[config.mk]
export PLATFORM = sky130hd
export DESIGN_NAME = mult_unit_flat
export DESIGN_NICKNAME = d
export VERILOG_FILES = /design/src/rtl/mult_pkg.sv /design/src/rtl/mult_unit_if.sv /design/src/rtl/mult_step.sv /design/src/rtl/mult_unit.sv /design/src/flat_wrapper.sv
export SDC_FILE = /design/constraint.sdc
export NUM_CORES = 1
export LEC_CHECK = 0
export BUFFER_PORTS_ARGS = -buffer_cell sky130_fd_sc_hd__buf_2
export CAP_MARGIN = 15
export CORE_ASPECT_RATIO = 0.75
export CORE_MARGIN = 3
export CORE_UTILIZATION = 39
export CTS_CLUSTER_SIZE = 16
export DETAILED_ROUTE_END_ITERATION = 7
export HOLD_SLACK_MARGIN = 0.06
export RECOVER_POWER = 50
export SLEW_MARGIN = 30
export SYNTH_ARGS = -nofsm -noshare
export SYNTH_HDL_FRONTEND = slang
export SYNTH_SLANG_ARGS = --single-unit
[constraint.sdc]
create_clock -name clk -period 4.4 [get_ports clk]
set_input_delay 0.66 -clock clk [delete_from_list [all_inputs] [get_ports clk]]
set_output_delay 0.66 -clock clk [all_outputs]
set_load 0.02 [all_outputs]
[src/rtl/mult_pkg.sv]
// Shared constants and types for the iterative HI/LO multiplier.
package mult_pkg;

    // Operand width of the MIPS integer datapath.
    localparam int MULT_WIDTH = 32;

    // Iteration counter must hold the value WIDTH itself.
    localparam int MULT_CNT_W = $clog2(MULT_WIDTH + 1);

    typedef enum logic {
        IDLE = 1'b0,
        RUN  = 1'b1
    } state_t;

    // Counter width for an arbitrary operand width.
    function automatic int cnt_w(input int w);
        return $clog2(w + 1);
    endfunction

endpackage

[src/rtl/mult_unit_if.sv]
// Decoder/datapath-facing bundle of the multiplier: request, control, status and HI/LO.
interface mult_unit_if
    import mult_pkg::*;
#(
    parameter int WIDTH = MULT_WIDTH
) ();

    logic             Start_mult;
    logic             Mult_sign;
    logic [WIDTH-1:0] SrcA;
    logic [WIDTH-1:0] SrcB;
    logic             Flush;
    logic             Busy;
    logic             Done;
    logic [WIDTH-1:0] Hi;
    logic [WIDTH-1:0] Lo;

    // Decoder / pipeline side.
    modport master (
        output Start_mult, Mult_sign, SrcA, SrcB, Flush,
        input  Busy, Done, Hi, Lo
    );

    // Multiplier side.
    modport slave (
        input  Start_mult, Mult_sign, SrcA, SrcB, Flush,
        output Busy, Done, Hi, Lo
    );

endinterface

[src/rtl/mult_step.sv]
// One radix-2 shift-add iteration on the {carry, upper, multiplier} accumulator.
module mult_step
    import mult_pkg::*;
#(
    parameter int WIDTH = MULT_WIDTH
) (
    input  logic [2*WIDTH:0] acc,
    input  logic [WIDTH-1:0] mcand,
    output logic [2*WIDTH:0] acc_next
);

    logic [WIDTH:0]   upper;
    logic [2*WIDTH:0] summed;

    // Conditional add into the upper half, then a right shift that keeps the carry.
    // The top bit is always 0 on entry, so the W+1-bit sum cannot overflow.
    always_comb begin
        upper = acc[2*WIDTH:WIDTH];
        if (acc[0]) begin
            upper = acc[2*WIDTH:WIDTH] + {1'b0, mcand};
        end
        summed   = {upper, acc[WIDTH-1:0]};
        acc_next = summed >> 1;
    end

endmodule

[src/rtl/mult_unit.sv]
// Iterative WIDTH x WIDTH multiplier owning HI/LO. Sign conditioning and the FSM
// live here; the per-cycle shift-add is in mult_step.
module mult_unit
    import mult_pkg::*;
#(
    parameter int WIDTH = MULT_WIDTH
) (
    input logic        clk,
    input logic        rst_n,
    mult_unit_if.slave bus
);

    localparam int CW = cnt_w(WIDTH);

    state_t             state;
    state_t             state_nxt;
    logic [CW-1:0]      cnt;
    logic [2*WIDTH:0]   acc;
    logic [2*WIDTH:0]   acc_next;
    logic [WIDTH-1:0]   mcand;
    logic               neg;
    logic [WIDTH-1:0]   mag_a;
    logic [WIDTH-1:0]   mag_b;
    logic               neg_in;
    logic               load;
    logic               step;
    logic               finish;
    logic [2*WIDTH-1:0] prod_mag;
    logic [2*WIDTH-1:0] prod;
    logic               done_q;
    logic [WIDTH-1:0]   hi_q;
    logic [WIDTH-1:0]   lo_q;

    // Operand magnitudes and result sign; 0x80..0 negates to itself, which is the
    // correct unsigned magnitude 2^(WIDTH-1).
    always_comb begin
        mag_a  = (bus.Mult_sign && bus.SrcA[WIDTH-1]) ? -bus.SrcA : bus.SrcA;
        mag_b  = (bus.Mult_sign && bus.SrcB[WIDTH-1]) ? -bus.SrcB : bus.SrcB;
        neg_in = bus.Mult_sign & (bus.SrcA[WIDTH-1] ^ bus.SrcB[WIDTH-1]);
    end

    mult_step #(.WIDTH(WIDTH)) u_step (
        .acc      (acc),
        .mcand    (mcand),
        .acc_next (acc_next)
    );

    // Final product from the last step's output, so HI/LO update on the same edge
    // the count expires.
    always_comb begin
        prod_mag = acc_next[2*WIDTH-1:0];
        prod     = neg ? -prod_mag : prod_mag;
    end

    // State register.
    always_ff @(posedge clk or negedge rst_n) begin
        if (!rst_n) state <= IDLE;
        else        state <= state_nxt;
    end

    // Next state and datapath strobes; Flush wins over both start and completion.
    always_comb begin
        state_nxt = state;
        load      = 1'b0;
        step      = 1'b0;
        finish    = 1'b0;
        case (state)
            IDLE: begin
                if (bus.Start_mult && !bus.Flush) begin
                    load      = 1'b1;
                    state_nxt = RUN;
                end
            end
            RUN: begin
                if (bus.Flush) begin
                    state_nxt = IDLE;
                end else begin
                    step = 1'b1;
                    if (cnt == CW'(1)) begin
                        finish    = 1'b1;
                        state_nxt = IDLE;
                    end
                end
            end
            default: state_nxt = IDLE;
        endcase
    end

    // Accumulator, multiplicand, counter and sign flag. The upper half and carry are
    // cleared at start; the multiplier magnitude rides in the low half and is
    // consumed one bit per shift.
    always_ff @(posedge clk or negedge rst_n) begin
        if (!rst_n) begin
            acc   <= '0;
            mcand <= '0;
            cnt   <= '0;
            neg   <= 1'b0;
        end else if (load) begin
            acc   <= {{(WIDTH+1){1'b0}}, mag_b};
            mcand <= mag_a;
            cnt   <= CW'(WIDTH);
            neg   <= neg_in;
        end else if (step) begin
            acc   <= acc_next;
            cnt   <= cnt - CW'(1);
        end
    end

    // HI/LO and the Done pulse; HI/LO only ever change atomically on completion.
    always_ff @(posedge clk or negedge rst_n) begin
        if (!rst_n) begin
            done_q <= 1'b0;
            hi_q   <= '0;
            lo_q   <= '0;
        end else begin
            done_q <= finish;
            if (finish) begin
                hi_q <= prod[2*WIDTH-1:WIDTH];
                lo_q <= prod[WIDTH-1:0];
            end
        end
    end

    assign bus.Busy = (state == RUN);
    assign bus.Done = done_q;
    assign bus.Hi   = hi_q;
    assign bus.Lo   = lo_q;

endmodule

[src/flat_wrapper.sv]
// flat-port wrapper written by rule: the top's interface ports become plain ports
module mult_unit_flat import mult_pkg::*;
#(
    parameter int WIDTH = MULT_WIDTH
)
  (clk, rst_n, bus_Start_mult, bus_Mult_sign, bus_SrcA, bus_SrcB, bus_Flush, bus_Busy, bus_Done, bus_Hi, bus_Lo);
  mult_unit_if #(.WIDTH(WIDTH)) bus_i ();
  input logic clk;
  input logic rst_n;
  input wire logic [$bits(bus_i.Start_mult)-1:0] bus_Start_mult;
  input wire logic [$bits(bus_i.Mult_sign)-1:0] bus_Mult_sign;
  input wire logic [$bits(bus_i.SrcA)-1:0] bus_SrcA;
  input wire logic [$bits(bus_i.SrcB)-1:0] bus_SrcB;
  input wire logic [$bits(bus_i.Flush)-1:0] bus_Flush;
  output wire logic [$bits(bus_i.Busy)-1:0] bus_Busy;
  output wire logic [$bits(bus_i.Done)-1:0] bus_Done;
  output wire logic [$bits(bus_i.Hi)-1:0] bus_Hi;
  output wire logic [$bits(bus_i.Lo)-1:0] bus_Lo;
  assign bus_i.Start_mult = bus_Start_mult;
  assign bus_i.Mult_sign = bus_Mult_sign;
  assign bus_i.SrcA = bus_SrcA;
  assign bus_i.SrcB = bus_SrcB;
  assign bus_i.Flush = bus_Flush;
  assign bus_Busy = bus_i.Busy;
  assign bus_Done = bus_i.Done;
  assign bus_Hi = bus_i.Hi;
  assign bus_Lo = bus_i.Lo;
  mult_unit #(.WIDTH(WIDTH)) u_core (.clk(clk), .rst_n(rst_n), .bus(bus_i));
endmodule
==> impl_metrics.json <==
{
  "synth_cell_types": 69,
  "h-tree-depth": 4,
  "antenna_cells": 0,
  "synth_area_per_cell_sq_um": 8.35,
  "syn_to_final_growth_pct": 16.3,
  "vdd_drop_max_mv": 0.205,
  "ys_warn_count": 0,
  "drv_slew": 101,
  "syn-cell-area_sq_um": 11400,
  "seqCellArea_sq_um": 4230,
  "post_cts_resized": 0,
  "cts_hold_buf": 0,
  "synth_nets": 1467,
  "critPathArrivalTime_ns": 4.51,
  "worstSetupEndpointType": "register",
  "fin_skew_ns": 0.0145,
  "final_cell_area_sq_um": 13200,
  "io_buffer_count": 134,
  "multiInputGateArea_sq_um": 6750,
  "ys_seq_area_share_pct": 37.3,
  "status": "finished, violations left",
  "drc": 0,
  "clk_latency_ns": 0.43,
  "grt_use_met3_pct": 6.79,
  "placement.cell_area_sq_um": 12700,
  "die_width_um": 203,
  "cts_tree": "done",
  "dp_hpwl_um": 28100,
  "wl_per_cell_um": 19.0,
  "grt_pass1_wl_um": 56100,
  "mostFrequentLayoutCell": "nand2_1",
  "power_leakage_nw": 5.67,
  "hp-class": "reg2reg",
  "startpoint_type": "register",
  "drtIter0Drc": 951,
  "grt_max_degree": 102,
  "antenna_found_initial": 1,
  "layout_common_cells": "210 x nand2_1, 191 x o21ai_0, 168 x dfrtp_1",
  "hold_viol": 0,
  "p_per_area_nw_per_um2": 521,
  "cp_max_fo": 5,
  "clkSinkCount": 169,
  "setup_tns_ns": 0,
  "grt-busiest-layer": "met1",
  "grt_use_met1_pct": 39.6,
  "grt_use_met2_pct": 26.6,
  "fp.dieArea_sq_um": 31200,
  "cts_buffers": 17,
  "wl_um": 36000,
  "root_buffer": "clkbuf_16",
  "utilization_pct": 46.6,
  "synth_edf_count": 0,
  "clk_pin_slew_ns": 0.07,
  "overflow": 0,
  "start_util_pct": 40.1,
  "routed_via_density": 5.61,
  "rows": 53,
  "setup_viol": 0,
  "io_pins": 135,
  "ys_async_sr_fraction_pct": 100,
  "finalCritPeriodShare_pct": 95.6,
  "nets": 1598,
  "fmax_mhz": 238,
  "min_period_ns": 4.21,
  "antenna_left": 0,
  "relSlewSlack_pct": -77.2,
  "synthCells": 1360,
  "grt_pass1_vias": 9523,
  "dr.pass1.iters": 5,
  "ys_ff_latch": 169,
  "layout-drive-gt1-share_pct": 14.9,
  "drv_cap": 1,
  "synth_ff_type": "dfrtp_1",
  "nFillCells": 2829,
  "failed_checks": "capacitance limit, slew limit",
  "num_vias": 10600,
  "coreArea_sq_um": 28300,
  "rsz0062_at_grt": "true",
  "tightest_slew_ns": 2.66,
  "die_h_um": 154,
  "cp.required_ns": 4.70,
  "clockBufferDepth": 2,
  "criticalPathCategory": "reg2reg",
  "gp_congestion": 0.932,
  "grt_use_total_pct": 22.8,
  "post_cts_buffers": 0
}
synthesized netlist by cell type (6+ instances only):
library cell	n	area, sq um
a211oi_1	7	52.6
a21o_1	9	67.6
a21oi_1	75	375
a22o_1	11	96.3
a22oi_1	23	173
a31oi_1	13	81.3
and2_1	8	50.1
and4_1	7	61.3
buf_1	7	26.3
clkbuf_1	71	267
dfrtp_1	169	4230
ha_1	37	463
inv_1	31	116
mux2i_1	9	90.1
nand2_1	210	788
nand2b_1	10	62.6
nand3_1	20	100
nand4_1	18	113
nor2_1	69	259
nor2b_1	18	113
nor3_1	24	120
nor4_1	13	81.3
o211ai_1	11	82.6
o21a_1	13	97.6
o21ai_0	191	956
o22a_1	9	78.8
o31ai_1	30	225
o41ai_1	12	105
or2_2	6	37.5
or3_1	10	62.6
or4_1	10	75.1
xnor2_1	70	613
xor2_1	62	543
report_power, final:
part	internal (mW)	switching (mW)
Combinational	1.15	1.90
Sequential	1.95	0.436
Clock	0.798	0.654
Total	3.89	2.99
routing by layer:
layer / share of wire (%) / wire length (um)
met1: 54 / 19400
met2: 35 / 12600
met3: 10 / 3650
met4: 0.65 / 233
met5: 0.047 / 17
cell families (layout without fill, tap and decap cells):
logic type	Yosys count	in the layout	synth area share [%]
simple gates	445	445	18.8
buf+inv	110	253	3.64
fa+ha+maj	38	38	4.25
compound gates	453	453	24.7
mux	13	13	1.19
flops	169	169	37.3
xor+xnor	132	132	10.2
worst paths after layout:
path                             startpoint           endpoint  slack, ns  depth (start not counted)
max                          u_core.acc[17]  u_core.bus.Hi[29]       0.19                         11
min reg2reg                u_core.bus.Lo[7]   u_core.bus.Lo[7]       0.47                          2
max in group asynchronous             rst_n         u_core.neg       1.67                          1
min                        u_core.bus.Lo[7]   u_core.bus.Lo[7]       0.47                          2
min in group asynchronous             rst_n  u_core.bus.Lo[24]       1.02                          1
max reg2reg                  u_core.acc[17]  u_core.bus.Hi[29]       0.19                         11
critical path, stage by stage, from the launching register on:
cell and delay (ns):
dfrtp_1 0.44, or4_4 0.58, or4_4 0.44, or4_4 0.57, nand4b_4 0.20, or3_4 0.36
or2_4 0.25, or3_4 0.33, or3_4 0.39, o41ai_2 0.24, xor2_1 0.21, o21ai_1 0.07
registers in the layout (all words and copies together) (netlist names):
register / cells
u_core.acc: 64
u_core.bus.Busy: 1
u_core.bus.Done: 1
u_core.bus.Hi: 32
u_core.bus.Lo: 32
u_core.cnt: 6
u_core.mcand: 32
u_core.neg: 1
through the flow:
step	setup slack, ns	cells	hold WS [ns]	total power [mW]
finish	0.192	1888	0.473	6.88
global route	-0.0370	1888	0.501	7.35
CTS	0.0358	1888	0.378	6.87
detailed placement	0.0523	1857	0.465	5.40
global placement	0.144	1857	0.456	5.36
floorplan	0.327	1360	0.364	4.18
cell type report:
cell class,instances,area share (%)
multi-input combinational,1081,51.1
sequential,169,32.0
timing repair buffer,190,8.05
tap,385,3.65
clock buffer,18,3.33
inverter,32,0.910
clock inverter,13,0.900
(Power assumes the default switching activity.)
